<file path="config.mk">
export PLATFORM = sky130hd
export DESIGN_NAME = alu_control_md
export DESIGN_NICKNAME = d
export VERILOG_FILES = /design/src/rtl/alu_control_md_pkg.sv /design/src/rtl/alu_control_md_md_iter.sv /design/src/rtl/alu_control_md.sv
export SDC_FILE = /design/constraint.sdc
export NUM_CORES = 1
export LEC_CHECK = 0
export CELL_PAD_IN_SITES_DETAIL_PLACEMENT = 0
export CELL_PAD_IN_SITES_GLOBAL_PLACEMENT = 1
export CORE_ASPECT_RATIO = 1.4
export CORE_MARGIN = 4
export CORE_UTILIZATION = 47
export CTS_CLUSTER_DIAMETER = 100
export DETAILED_ROUTE_END_ITERATION = 8
export GPL_TIMING_DRIVEN = 0
export HOLD_SLACK_MARGIN = 0.15
export PLACE_DENSITY = 0.95
export SLEW_MARGIN = 15
export SYNTH_ARGS = -nofsm -noshare
export SYNTH_HDL_FRONTEND = slang
export SYNTH_HIERARCHICAL = 1
export SYNTH_SLANG_ARGS = --single-unit
</file>
<file path="constraint.sdc">
create_clock -name clk -period 7 [get_ports clk]
set_input_delay 1.4 -clock clk [delete_from_list [all_inputs] [get_ports clk]]
set_output_delay 1.4 -clock clk [all_outputs]
set_load 0.005 [all_outputs]
</file>
<file path="src/rtl/alu_control_md_pkg.sv">
// Shared ALU/MD decode constants, decoded-op payload and decode helpers for alu_control_md.
package alu_control_md_pkg;

  localparam int unsigned MD_CNT_W = 6;

  localparam logic [1:0] ALU_OP_ADD   = 2'b00;
  localparam logic [1:0] ALU_OP_SUB   = 2'b01;
  localparam logic [1:0] ALU_OP_RTYPE = 2'b10;

  localparam logic [2:0] SEL_AND = 3'b000;
  localparam logic [2:0] SEL_OR  = 3'b001;
  localparam logic [2:0] SEL_ADD = 3'b010;
  localparam logic [2:0] SEL_XOR = 3'b011;
  localparam logic [2:0] SEL_NOR = 3'b100;
  localparam logic [2:0] SEL_SUB = 3'b110;
  localparam logic [2:0] SEL_SLT = 3'b111;

  localparam logic [5:0] FN_ADD   = 6'b100000;
  localparam logic [5:0] FN_ADDU  = 6'b100001;
  localparam logic [5:0] FN_SUB   = 6'b100010;
  localparam logic [5:0] FN_SUBU  = 6'b100011;
  localparam logic [5:0] FN_AND   = 6'b100100;
  localparam logic [5:0] FN_OR    = 6'b100101;
  localparam logic [5:0] FN_XOR   = 6'b100110;
  localparam logic [5:0] FN_NOR   = 6'b100111;
  localparam logic [5:0] FN_SLT   = 6'b101010;
  localparam logic [5:0] FN_SLTU  = 6'b101011;
  localparam logic [5:0] FN_MFHI  = 6'b010000;
  localparam logic [5:0] FN_MTHI  = 6'b010001;
  localparam logic [5:0] FN_MFLO  = 6'b010010;
  localparam logic [5:0] FN_MTLO  = 6'b010011;
  localparam logic [5:0] FN_MULT  = 6'b011000;
  localparam logic [5:0] FN_MULTU = 6'b011001;
  localparam logic [5:0] FN_DIV   = 6'b011010;
  localparam logic [5:0] FN_DIVU  = 6'b011011;

  typedef struct packed {
    logic is_md;
    logic arith;
    logic is_div;
    logic is_signed;
    logic mthi;
    logic mtlo;
    logic mfhi;
    logic mflo;
  } md_dec_t;

  function automatic md_dec_t decode_md(input logic [5:0] f);
    md_dec_t d;
    d = '0;
    case (f)
      FN_MULT:  begin d.is_md = 1'b1; d.arith = 1'b1; d.is_signed = 1'b1; end
      FN_MULTU: begin d.is_md = 1'b1; d.arith = 1'b1; end
      FN_DIV:   begin d.is_md = 1'b1; d.arith = 1'b1; d.is_div = 1'b1; d.is_signed = 1'b1; end
      FN_DIVU:  begin d.is_md = 1'b1; d.arith = 1'b1; d.is_div = 1'b1; end
      FN_MFHI:  begin d.is_md = 1'b1; d.mfhi = 1'b1; end
      FN_MTHI:  begin d.is_md = 1'b1; d.mthi = 1'b1; end
      FN_MFLO:  begin d.is_md = 1'b1; d.mflo = 1'b1; end
      FN_MTLO:  begin d.is_md = 1'b1; d.mtlo = 1'b1; end
      default:  d = '0;
    endcase
    return d;
  endfunction

  function automatic logic [2:0] alu_select(input logic [1:0] op, input logic [5:0] f);
    logic [2:0] s;
    s = SEL_ADD;
    if (op == ALU_OP_SUB) begin
      s = SEL_SUB;
    end else if (op == ALU_OP_RTYPE) begin
      case (f)
        FN_ADD, FN_ADDU: s = SEL_ADD;
        FN_SUB, FN_SUBU: s = SEL_SUB;
        FN_AND:          s = SEL_AND;
        FN_OR:           s = SEL_OR;
        FN_XOR:          s = SEL_XOR;
        FN_NOR:          s = SEL_NOR;
        FN_SLT, FN_SLTU: s = SEL_SLT;
        default:         s = SEL_ADD;
      endcase
    end
    return s;
  endfunction

endpackage

</file>
<file path="src/rtl/alu_control_md_md_iter.sv">
// Iterative unsigned radix-2 multiply (shift-add) / divide (restoring) on magnitudes.
// p_hi/p_lo present the result of this cycle's step; the final step's values are the result.
module alu_control_md_md_iter
  import alu_control_md_pkg::*;
#(
  parameter int unsigned DATA_W = 32
) (
  input  logic              clk,
  input  logic              rst,
  input  logic              start,
  input  logic              is_div,
  input  logic [DATA_W-1:0] a_mag,
  input  logic [DATA_W-1:0] b_mag,
  output logic              busy,
  output logic              last,
  output logic [DATA_W-1:0] p_hi,
  output logic [DATA_W-1:0] p_lo
);

  logic [MD_CNT_W-1:0] count;
  logic                div_mode;
  logic [DATA_W-1:0]   w_hi;
  logic [DATA_W-1:0]   w_lo;
  logic [DATA_W-1:0]   opnd;
  logic [DATA_W:0]     sum;
  logic [DATA_W:0]     shifted;

  assign last = busy && (count == MD_CNT_W'(DATA_W - 1));

  // One step: w_hi is accumulator/remainder, w_lo is multiplier/quotient.
  always_comb begin
    sum     = '0;
    shifted = '0;
    p_hi    = w_hi;
    p_lo    = w_lo;
    if (div_mode) begin
      shifted = {w_hi, w_lo[DATA_W-1]};
      if (shifted >= {1'b0, opnd}) begin
        sum  = shifted - {1'b0, opnd};
        p_hi = sum[DATA_W-1:0];
        p_lo = {w_lo[DATA_W-2:0], 1'b1};
      end else begin
        p_hi = shifted[DATA_W-1:0];
        p_lo = {w_lo[DATA_W-2:0], 1'b0};
      end
    end else begin
      sum  = {1'b0, w_hi} + (w_lo[0] ? {1'b0, opnd} : '0);
      p_hi = sum[DATA_W:1];
      p_lo = {sum[0], w_lo[DATA_W-1:1]};
    end
  end

  always_ff @(posedge clk) begin
    if (rst) begin
      busy     <= 1'b0;
      count    <= '0;
      div_mode <= 1'b0;
      w_hi     <= '0;
      w_lo     <= '0;
      opnd     <= '0;
    end else if (start) begin
      busy     <= 1'b1;
      count    <= '0;
      div_mode <= is_div;
      w_hi     <= '0;
      w_lo     <= is_div ? a_mag : b_mag;
      opnd     <= is_div ? b_mag : a_mag;
    end else if (busy) begin
      w_hi  <= p_hi;
      w_lo  <= p_lo;
      count <= last ? '0 : count + MD_CNT_W'(1);
      if (last) begin
        busy <= 1'b0;
      end
    end
  end

endmodule

</file>
<file path="src/rtl/alu_control_md.sv">
// EX-stage ALU select decode plus iterative mult/div unit with HI/LO and pipeline stall.
module alu_control_md
  import alu_control_md_pkg::*;
#(
  parameter int unsigned DATA_W = 32,
  parameter int unsigned SEL_W  = 3
) (
  input  logic              clk,
  input  logic              rst,
  input  logic              valid_in,
  input  logic [1:0]        alu_op,
  input  logic [5:0]        funct,
  input  logic [DATA_W-1:0] rs_val,
  input  logic [DATA_W-1:0] rt_val,
  output logic [SEL_W-1:0]  select,
  output logic              stall,
  output logic              md_busy,
  output logic              md_done,
  output logic [DATA_W-1:0] hi,
  output logic [DATA_W-1:0] lo,
  output logic [DATA_W-1:0] mf_data
);

  md_dec_t             dec;
  logic                md_op;
  logic                accept;
  logic                start;
  logic                last;
  logic [DATA_W-1:0]   a_mag;
  logic [DATA_W-1:0]   b_mag;
  logic [DATA_W-1:0]   p_hi;
  logic [DATA_W-1:0]   p_lo;
  logic [DATA_W-1:0]   res_hi;
  logic [DATA_W-1:0]   res_lo;
  logic [DATA_W-1:0]   raw_a;
  logic [2*DATA_W-1:0] prod;
  logic                neg_a;
  logic                neg_b;
  logic                op_div;
  logic                div_zero;

  // Decode, stall and operand magnitude pre-correction.
  always_comb begin
    dec     = decode_md(funct);
    md_op   = valid_in && (alu_op == ALU_OP_RTYPE) && dec.is_md;
    stall   = md_op && md_busy;
    accept  = md_op && !md_busy;
    start   = accept && dec.arith;
    select  = SEL_W'(alu_select(alu_op, funct));
    a_mag   = (dec.is_signed && rs_val[DATA_W-1]) ? -rs_val : rs_val;
    b_mag   = (dec.is_signed && rt_val[DATA_W-1]) ? -rt_val : rt_val;
    mf_data = '0;
    if (md_op && dec.mfhi) begin
      mf_data = hi;
    end else if (md_op && dec.mflo) begin
      mf_data = lo;
    end
  end

  alu_control_md_md_iter #(
    .DATA_W(DATA_W)
  ) u_iter (
    .clk   (clk),
    .rst   (rst),
    .start (start),
    .is_div(dec.is_div),
    .a_mag (a_mag),
    .b_mag (b_mag),
    .busy  (md_busy),
    .last  (last),
    .p_hi  (p_hi),
    .p_lo  (p_lo)
  );

  // Sign post-correction; divide-by-zero returns the raw dividend in HI.
  always_comb begin
    prod = {p_hi, p_lo};
    if (neg_a ^ neg_b) begin
      prod = -prod;
    end
    res_hi = prod[2*DATA_W-1:DATA_W];
    res_lo = prod[DATA_W-1:0];
    if (op_div) begin
      if (div_zero) begin
        res_hi = raw_a;
        res_lo = '1;
      end else begin
        res_lo = (neg_a ^ neg_b) ? -p_lo : p_lo;
        res_hi = neg_a ? -p_hi : p_hi;
      end
    end
  end

  always_ff @(posedge clk) begin
    if (rst) begin
      hi       <= '0;
      lo       <= '0;
      md_done  <= 1'b0;
      neg_a    <= 1'b0;
      neg_b    <= 1'b0;
      op_div   <= 1'b0;
      div_zero <= 1'b0;
      raw_a    <= '0;
    end else begin
      md_done <= last;
      if (start) begin
        neg_a    <= dec.is_signed && rs_val[DATA_W-1];
        neg_b    <= dec.is_signed && rt_val[DATA_W-1];
        op_div   <= dec.is_div;
        div_zero <= (rt_val == '0);
        raw_a    <= rs_val;
      end
      if (last) begin
        hi <= res_hi;
        lo <= res_lo;
      end else if (accept) begin
        if (dec.mthi) hi <= rs_val;
        if (dec.mtlo) lo <= rs_val;
      end
    end
  end

endmodule

</file>
==> metrics.md, run 1 <==
| Metric | Value |
|---|---|
| DRC Markers | 0 |
| RSZ-0062 raised after global routing | no |
| Initial Util | 47.96% |
| Sequential share of power | 42.8% |
| Post-synthesis adder-cell area fraction | 4.978% |
| Psw | about 0.69 mW |
| Clock H-tree levels | 1 |
| Simple logic cell fraction of the synthesized area | ~24% |
| Fmax achieved | 152.0 MHz |
| DP HPWL | 67.47 mm |
| Setup-failing EPs final | 0 |
| Xor/xnor share of the synthesized area | 8.639% |
| Final Slew Violations | 0 |
| Placed insts | 3095 |
| Mux contribution to synthesized area | approximately 8.8% |
| CTS tree | yes |
| Clock buffer count from CTS | 22 |
| Final Core Density | roughly 56% |
| Yosys reg bits | between 200 and 250 |
| Crit start category | flip-flop |
| Worst EP arrival | 6.97 ns |
| Worst Clk Skew | 0.01402 ns |
| Wire length per cell | 26.70 µm |
| Post-CTS Setup Bufs | 0 |
| Maximum VDD drop | 0.1522 mV |
| Clk sink count | 205 |
| Avg Vias per Cell | around 6.5 |
| Commonest register cell after synthesis | dfxtp_1 |
| Skew-Pair Late Insertion Delay | 0.54 ns |
| CTS Hold Bufs | 0 |
| Largest net degree at the start of global routing | 16 |
| Synthesized area | roughly 18000 µm² |
| Core box area | 37840 µm² |
| Die area | 41860 µm² |
| Complex-gate fraction of the synthesized area | 25.65% |
| Status | finished clean |
| Routability cong. | 1.009 |
| R2r setup slk | 0.42 ns |
| Ys async rst share | 0% |
| Number of antenna violations at the first check in global routing | 1 |
| Post-DRT Antenna Nets | 0 |
| Seq/Total Area, Yosys | 22.61% |
| P_leak | 7.917 nW |
| Clock network power share | 47.9% |
| Die X | ~170 µm |
| Vias in the first global route | 19666 |
| Max-slew headroom | 14.86% |
| Layout cells sized above 1 | 6.128% |
| Non-filler instance count after layout | 3134 |
| HP Class | flip-flop to flip-flop |
| Library cells used by synthesis | 88 |
| GRT Util Overall | between 30% and 40% |
| Total gr overflow | 0 |
| Setup_tns | 0 ns |
| Largest family of logic cells by synthesized area | compound AO/OA/AOI/OAI gates |
| Nets@finish | 2792 |
| Layout area overhead | 17.10% |
| Crit share post-route | 93.98% |
| Power Internal | just over 2 mW |
| Pwr Density | 128.8 nW/µm² |
| Clock Tree Buf Depth | 3 |
| Min Clock Period, post-route | between 6 and 7 ns |
| Post_cts resized | 0 |
| EDFF count, synth | 0 |
| Top routing layer in use | met5 |
| Yosys warns | 6 |
| Crit path max fanout | 10 |
| Die Y | 240.5 µm |
| Worst-margin pin slew | roughly 1.3 ns |
| CP Capture Type | flip-flop |
| Commonest cells after routing, fill and taps aside | nor2_1, nand2_1, dfxtp_1 |
| Layout fillers | 3700 |
| Mapped Nets | 2600 |
| Tot Pwr | 2.737 mW |
| Final hold violations | 0 |
| WL met1 | 30.23 mm |
| Sw Ratio | 25.13% |
| Final WL | 83.67 mm |
| Boundary pin count | 177 |
| Clock transition at path regs | about 0.06 ns |
| Mean post-synth cell area | 7.395 µm² |
| DRT iter0 DRCs | 1967 |
| Worst Path Required | between 7 and 8 ns |
| First-pass GRT wire length | ~120 mm |
| Post-synthesis cell count | 2454 |
| Maxcap violations | 0 |
| Hold WS | 0.4503 ns |
| PortBufs | between 150 and 200 |
| Routed wl met2 | about 38 mm |
| Root Driver | clkbuf_16 |
| Commonest non-fill, non-tap cell in the layout | nor2_1 |
| Wire length on met3 | about 6.5 mm |
| Comb pwr share | 9.3% |
| 1st-pass router iterations | 6 |
| DR vias | approximately 20000 |
| Row count | 84 |
| Setup CP Type | flip-flop to flip-flop |
-- cells by family after synthesis --
| logic type | after synthesis |
|---|---|
| XOR/XNOR | 179 |
| AO/OA/AOI/OAI | 689 |
| buffers and inverters | 245 |
| flip-flops | 205 |
| AND/OR/NAND/NOR | 915 |
| adder cells (fa/ha/maj) | 71 |
| multiplexers | 150 |
-- layer usage --
| metal | GRT usage, % | vias to the layer above |
|---|---|---|
| li1 | - | 9289 |
| met1 | 43.11 | 9729 |
| met2 | 63.56 | 1099 |
| met3 | 5.599 | 342 |
| met4 | 31.64 | 2 |
| met5 | 0 | - |
-- registers in the layout (all words and copies together) (netlist names), 6 cells and up --
name and count:
hi 32, lo 32, raw_a 32, u_iter/opnd 32, u_iter/w_hi 32, u_iter/w_lo 32
u_iter/count 6
-- metrics by stage --
stage | area (µm²) | setup WS [ns]
after floorplan | 18150 | 2.271
after global placement | 20420 | 0.6080
after detailed placement | 20440 | 0.5622
after CTS | 21230 | 0.5471
after global routing | 21250 | 0.1284
final | 21250 | 0.4211
-- cell type report --
type                            instances  area (µm²)  share of cell area [%]
Antenna cell                            1       2.502                 0.01178
Buffer                                173       663.1                   3.121
Clock buffer                           30       641.9                   3.020
Clock inverter                          8       145.1                  0.6830
Inverter                               72       270.3                   1.272
Multi-Input combinational cell       2004       13150                   61.88
Sequential cell                       205        4104                   19.31
Tap cell                              473       591.8                   2.785
Timing Repair Buffer                  168        1682                   7.913
-- power by group through the flow --
stage / clock [mW] / sequential [mW] / combinational, mW
floorplan: 0 / 1.20 / 0.115
global placement: 0 / 1.20 / 0.244
detailed placement: 0 / 1.20 / 0.246
CTS: 1.31 / 1.17 / 0.247
global route: 1.36 / 1.17 / 0.264
finish: 1.31 / 1.17 / 0.255
-- path summary, 6_finish.rpt --
kind,endpoint,from,cells after the start
min,raw_a[10],raw_a[10],2
max,hi[26],u_iter/w_lo[0],19
max reg2reg,hi[26],u_iter/w_lo[0],19
min reg2reg,raw_a[10],raw_a[10],2
-- synth_stat cells (all sizes together), types with 14 or more instances --
cell / n / share of area (%)
a22o: 34 / 1.6
a21oi: 184 / 5.1
mux2i: 77 / 4.2
nand4: 18 / 0.62
nor4: 28 / 1.0
or4: 19 / 0.87
nor2: 285 / 5.9
o21a: 14 / 0.58
o31ai: 24 / 1.1
a211oi: 103 / 4.3
nor3: 41 / 1.1
a31oi: 37 / 1.3
and3: 27 / 0.93
nand3: 44 / 1.2
a21o: 38 / 1.6
inv: 70 / 1.4
dfxtp: 205 / 23
o21ai: 111 / 3.1
buf: 18 / 0.44
o211ai: 20 / 0.85
xnor2: 102 / 4.9
and2: 79 / 2.7
xor2: 77 / 3.7
ha: 69 / 4.8
clkbuf: 155 / 3.2
nand2: 260 / 5.4
o41ai: 17 / 0.90
mux2: 73 / 4.5
nor2b: 16 / 0.55
or3: 42 / 1.4
-- critical path, cell delays in order, from the launching register on --
cell,delay (ns)
dfxtp_1,0.44
clkbuf_1,0.31
and2_1,0.22
ha_1,0.21
fa_1,0.44
a211oi_1,0.32
nor4_1,0.12
o31ai_1,0.65
o311a_1,0.40
nand2_1,0.19
xnor2_1,0.32
nor2_1,0.07
a31oi_1,0.22
nand2_1,0.30
nor4_1,0.73
nand2_1,0.25
nor4b_1,0.77
nand2_1,0.15
mux2i_1,0.20
o211ai_1,0.09
Note: power is estimated with default switching activity, not from simulation.
==> run 2, diff against run 1 <==
--- a/config.mk
+++ b/config.mk
@@ -20,3 +20,4 @@
 export SYNTH_HDL_FRONTEND = slang
 export SYNTH_HIERARCHICAL = 1
 export SYNTH_SLANG_ARGS = --single-unit
+export TNS_END_PERCENT = 100
==> results of run 2 <==
The final DEF is identical to that of run 1; final timing and power are the same.
